`src/rtl/mem_arbiter.sv`:
```
// Single-port main-memory arbiter: write-through first, round-robin between I/D refills.
// Optional watchdog abort is compiled in with `define ARB_TIMEOUT_EN.
module mem_arbiter #(
  parameter int ADDR_WIDTH       = 32,
  parameter int DATA_WIDTH       = 32,
  parameter int CACHE_LINE_WIDTH = 256,
  parameter int TIMEOUT_CYCLES   = 1024
) (
  input  logic                        i_clk,
  input  logic                        i_rst_n,
  input  logic                        i_ic_read_req,
  input  logic [ADDR_WIDTH-1:0]       i_ic_read_address,
  output logic                        o_ic_read_done,
  output logic [CACHE_LINE_WIDTH-1:0] o_ic_cache_line,
  input  logic                        i_dc_read_req,
  input  logic [ADDR_WIDTH-1:0]       i_dc_read_address,
  output logic                        o_dc_read_done,
  output logic [CACHE_LINE_WIDTH-1:0] o_dc_cache_line,
  input  logic                        i_dc_write_valid,
  input  logic [ADDR_WIDTH-1:0]       i_dc_write_address,
  input  logic [DATA_WIDTH-1:0]       i_dc_write_data,
  input  logic [7:0]                  i_dc_write_strobe,
  output logic                        o_dc_write_done,
  output logic                        o_mem_read_req,
  output logic [ADDR_WIDTH-1:0]       o_mem_read_address,
  input  logic                        i_mem_read_done,
  input  logic [CACHE_LINE_WIDTH-1:0] i_cache_line,
  output logic                        o_mem_write_valid,
  output logic [ADDR_WIDTH-1:0]       o_mem_write_address,
  output logic [DATA_WIDTH-1:0]       o_mem_write_data,
  output logic [7:0]                  o_mem_write_strobe,
  input  logic                        i_mem_write_done,
  output logic                        o_err
);

  typedef enum logic [2:0] {IDLE, RD_IC, RD_DC, WR, RESP} state_e;
  typedef enum logic [1:0] {OWN_IC, OWN_DC, OWN_WR} owner_e;

  if (TIMEOUT_CYCLES < 2) begin : g_timeout_check
    $error("TIMEOUT_CYCLES must be at least 2");
  end

  state_e                      state_q, state_d;
  owner_e                      owner_q;
  logic                        last_ic_q;
  logic [ADDR_WIDTH-1:0]       addr_q;
  logic [DATA_WIDTH-1:0]       data_q;
  logic [7:0]                  strobe_q;
  logic [CACHE_LINE_WIDTH-1:0] line_q;

  logic busy, rd_done, wr_done, mem_done, timeout, resp;

  assign busy     = (state_q == RD_IC) || (state_q == RD_DC) || (state_q == WR);
  // Done strobes on the channel not currently in use are dropped here.
  assign rd_done  = i_mem_read_done  && ((state_q == RD_IC) || (state_q == RD_DC));
  assign wr_done  = i_mem_write_done && (state_q == WR);
  assign mem_done = rd_done || wr_done;

`ifdef ARB_TIMEOUT_EN
  localparam int CNT_W = (TIMEOUT_CYCLES > 1) ? $clog2(TIMEOUT_CYCLES) : 1;
  logic [CNT_W-1:0] cnt_q;

  always_ff @(posedge i_clk or negedge i_rst_n) begin
    if (!i_rst_n)  cnt_q <= '0;
    else if (busy) cnt_q <= cnt_q + 1'b1;
    else           cnt_q <= '0;
  end

  assign timeout = busy && !mem_done && (cnt_q == CNT_W'(TIMEOUT_CYCLES - 1));
  assign o_err   = timeout;
`else
  assign timeout = 1'b0;
  assign o_err   = 1'b0;
`endif

  always_comb begin
    state_d = state_q;
    unique case (state_q)
      IDLE: begin
        if (i_dc_write_valid)                   state_d = WR;
        else if (i_ic_read_req && i_dc_read_req) state_d = last_ic_q ? RD_DC : RD_IC;
        else if (i_ic_read_req)                  state_d = RD_IC;
        else if (i_dc_read_req)                  state_d = RD_DC;
      end
      RD_IC, RD_DC: if (i_mem_read_done || timeout)  state_d = RESP;
      WR:           if (i_mem_write_done || timeout) state_d = RESP;
      RESP:         state_d = IDLE;
      default:      state_d = IDLE;
    endcase
  end

  always_ff @(posedge i_clk or negedge i_rst_n) begin
    if (!i_rst_n) begin
      state_q   <= IDLE;
      owner_q   <= OWN_IC;
      last_ic_q <= 1'b1;
      addr_q    <= '0;
      data_q    <= '0;
      strobe_q  <= '0;
      line_q    <= '0;
    end else begin
      state_q <= state_d;
      if (state_q == IDLE) begin
        unique case (state_d)
          RD_IC: begin
            addr_q    <= i_ic_read_address;
            owner_q   <= OWN_IC;
            last_ic_q <= 1'b1;
          end
          RD_DC: begin
            addr_q    <= i_dc_read_address;
            owner_q   <= OWN_DC;
            last_ic_q <= 1'b0;
          end
          WR: begin
            addr_q   <= i_dc_write_address;
            data_q   <= i_dc_write_data;
            strobe_q <= i_dc_write_strobe;
            owner_q  <= OWN_WR;
          end
          default: ;
        endcase
      end
      if (timeout)      line_q <= '0;
      else if (rd_done) line_q <= i_cache_line;
    end
  end

  assign resp = (state_q == RESP);

  assign o_mem_read_req      = (state_q == RD_IC) || (state_q == RD_DC);
  assign o_mem_read_address  = addr_q;
  assign o_mem_write_valid   = (state_q == WR);
  assign o_mem_write_address = addr_q;
  assign o_mem_write_data    = data_q;
  assign o_mem_write_strobe  = strobe_q;

  assign o_ic_read_done  = resp && (owner_q == OWN_IC);
  assign o_dc_read_done  = resp && (owner_q == OWN_DC);
  assign o_dc_write_done = resp && (owner_q == OWN_WR);
  assign o_ic_cache_line = o_ic_read_done ? line_q : '0;
  assign o_dc_cache_line = o_dc_read_done ? line_q : '0;

endmodule
```
`config.mk`:
```
export PLATFORM = sky130hd
export DESIGN_NAME = mem_arbiter
export DESIGN_NICKNAME = d
export VERILOG_FILES = /design/src/rtl/mem_arbiter.sv
export SDC_FILE = /design/constraint.sdc
export NUM_CORES = 1
export LEC_CHECK = 0
export ABC_AREA = 1
export CAP_MARGIN = 20
export CORE_AREA = 5 5 395 397
export CTS_CLUSTER_DIAMETER = 120
export DETAILED_ROUTE_END_ITERATION = 8
export DIE_AREA = 0 0 400 402
export DONT_BUFFER_PORTS = 1
export GPL_TIMING_DRIVEN = 0
export SYNTH_ARGS = -nofsm -noshare
export SYNTH_HDL_FRONTEND = slang
export SYNTH_SLANG_ARGS = --single-unit
```
`constraint.sdc`:
```
create_clock -name i_clk -period 2.8 [get_ports i_clk]
set_input_delay 0.14 -clock i_clk [delete_from_list [all_inputs] [get_ports i_clk]]
set_output_delay 0.14 -clock i_clk [all_outputs]
set_load 0.05 [all_outputs]
```
==> summary.txt <==
Status
  – Outcome: finished, violations left
  – Failing checks: hold timing, setup timing

Detailed routing
  – Routed WL: 137 mm
  – DRT antenna net count: 0
  – Initial DRC Count: 1883
  – DRC violation count after routing: 0
  – Vias per Instance: 3.90
  – Total number of vias: 18800
  – Wirelength per Cell: 28.3 um
  – DR pass1 iterations: 6

Power
  – Sw frac: 0.588
  – Int Power: 14700 uW
  – Sequential Power Share: 0.275
  – Pleak: 0.0128 uW
  – NetSw: 21000 uW
  – Pwr/cell area: 1250 nW/um^2
  – Peak VDD IR: 849 uV
  – Power Total: 35700 uW
  – Logic pwr share: 0.557
  – Clock Power Share: 0.168

Die
  – Ports: 1021
  – Core ar.: 152000 sq um
  – Die H: 402 um
  – Row count: 143
  – Starting Density: 0.107
  – Die area: 161000 sq um
  – Die Span X: 400 um

Synthesis
  – Largest cells by area after synthesis: dfrtp_1 (51%), nor2_1 (18%), a21oi_1 (7.9%)
  – Sequential fraction of the synthesis area: 0.516
  – Post-synthesis cell count: 2190
  – Netlist cell types: 26
  – Synthesized area: 16200 sq um
  – Synth area leader: dfrtp_1
  – Register bit total from synthesis: 334
  – Net count after synthesis: 2589
  – Synth top area share: 0.514
  – YS warnings: 0
  – Mapped Avg Cell Area: 7.40 sq um

Layout
  – Commonest cells after routing, fill and taps aside: dlygate4sd3_1 (392), nor2_1 (375), dfrtp_1 (332), inv_1 (305), nor2_4 (283)
  – Nets: 3165
  – Most common cell after layout, fill and taps aside: dlygate4sd3_1
  – Fraction of layout cells with a size suffix above 1: 0.284
  – Finished Layout Cells: 4834
  – Layout area overhead: 76.0%

Worst setup path
  – FF-to-FF End: line_q[117]
  – Critical path class: flip-flop to primary output
  – CP arrival: 3270 ps
  – Setup crit end: o_dc_cache_line[34]
  – Reg-to-Reg Start: state_q[0]
  – WP data required: 2660 ps
  – Max Fanout on Critical Path: 10
  – Crit path launch type: flip-flop
  – Reg2reg path depth: 10
  – CP Capture Type: primary output
  – R2r setup slk: -280 ps
  – Crit. Startpoint: state_q[0]

Place
  – Dpl cells: 4337
  – Routability cong.: 1.00
  – Post-DP HPWL: 110 mm
  – IO buf count: 0

Clock tree
  – CTS root buffer: clkbuf_16
  – Post-CTS Hold Buffers: 392
  – Worst-path clk slew: 60 ps
  – Skew-Pair Late Insertion Delay: 610 ps
  – Clock sinks: 334
  – TritonCTS buffer count: 44
  – CTS H-tree lvls: 2
  – TritonCTS clock tree: built
  – Clock buffer depth: 3

Timing
  – RSZ-0062 raised after global routing: yes
  – Setup violations, final: 554
  – Final Max Tran Viols: 0
  – Max transition margin: 0.0785
  – Final Skew: 22.0 ps
  – WHS: -743 ps
  – Tcrit/Tclk final: 1.22
  – Setup TNS: -201320 ps
  – Slew @ Worst Pin: 1380 ps
  – Final worst slack: -607 ps
  – Fin crit period: 3410 ps
  – Hold Vio Cnt, Final: 334
  – Achievable Freq: 294 MHz

Global routing
  – Vias in the first global route: 18600
  – Initial antenna violation count: 17
  – Largest net degree at the start of global routing: 335
  – First-pass GRT wire length: 173 mm
  – GRT Overall Usage: 0.158
  – Overflow after GRT: 0

Job
  – Max cap viols: 0

Min path
  – Worst hold path class: input port to async pin
[synthesized netlist by cell type]
cell type / instances
a21boi_0: 1
a21oi_1: 257
a31oi_1: 1
and3_1: 1
buf_2: 121
buf_4: 42
clkbuf_1: 13
conb_1: 1
dfrtp_1: 333
dfstp_2: 1
inv_1: 307
inv_2: 6
nand2_1: 179
nand2_2: 1
nand2_4: 2
nand3_1: 99
nand3_2: 1
nand4_1: 1
nor2_1: 771
nor2_2: 2
nor2_4: 1
nor3_1: 3
nor3_2: 2
o21ai_0: 7
o21ai_1: 36
o21ai_4: 1
[logic make-up (layout without fill, tap and decap cells)]
group / count (synthesis) / in the layout / synth area share
compound gates: 303 / 303 / 0.0945
buf+inv: 489 / 1093 / 0.132
flops: 334 / 334 / 0.516
other cells: 1 / 11 / 0.000231
simple gates: 1063 / 1063 / 0.257
[state kept, by name, summed over array words and instances, names as in the netlist]
name / flops
owner_q: 2
state_q: 3
o_mem_write_strobe: 8
last_ic_q: 1
line_q: 256
o_mem_read_address: 32
o_mem_write_data: 32
[worst min-delay path by stage]
stage,start,to,cells past startpoint
global route,i_rst_n,line_q[80],0
finish,i_rst_n,line_q[65],0
CTS,i_rst_n,line_q[56],0
global placement,i_rst_n,line_q[56],0
floorplan,i_rst_n,line_q[0],0
detailed placement,i_rst_n,line_q[56],0
[critical path: stages (launching register included)]
cell,delay (ps)
dfrtp_1,400
inv_2,90
nand2_4,60
nor2_4,170
inv_4,60
nor3_4,570
clkinv_4,80
buf_6,160
clkbuf_16,170
buf_16,160
buf_2,290
nor2_2,220
buf_6,210
[through the flow]
stage / cell area [sq um] / setup WS, ps / utilization
floorplan: 16200 / 172 / -
CTS: 27600 / -767 / 0.182
detailed placement: 20200 / -1580 / 0.134
finish: 28500 / -607 / 0.188
global placement: 18800 / -2750 / 0.124
global route: 28500 / -724 / 0.188
[power groups by stage]
stage	registers, uW	logic, uW	clock network, uW
floorplan	9300	10700	0
global placement	9840	16100	0
detailed placement	9910	17000	0
CTS	9830	19100	6210
global route	9990	20900	6350
finish	9830	19900	6010
[what timing repair did]
action,4_1_cts,5_1_grt
gates cloned,0,1
endpoints found under the hold margin,664,334
resized for setup,548,206
setup endpoints to repair,514,556
buffers inserted,9,11
pin swaps,16,21
[layout make-up]
cell class,instances,area (sq um)
fill,16600,123000
sequential,334,8360
multi-input combinational,1367,8130
timing repair buffer,530,5570
tap,2030,2540
clock buffer,55,1220
buffer,176,1220
inverter,313,1190
clock inverter,19,258
antenna,10,25.0
[per-layer routing]
layer | GRT usage | vias up | share of wire
met5 | 0 | - | 0.00027
met4 | 0.0605 | 6 | 0.043
met3 | 0.0460 | 265 | 0.090
met2 | 0.254 | 1357 | 0.46
met1 | 0.201 | 9434 | 0.41
li1 | - | 7767 | -
No activity file was read; power rests on OpenSTA's default activity.
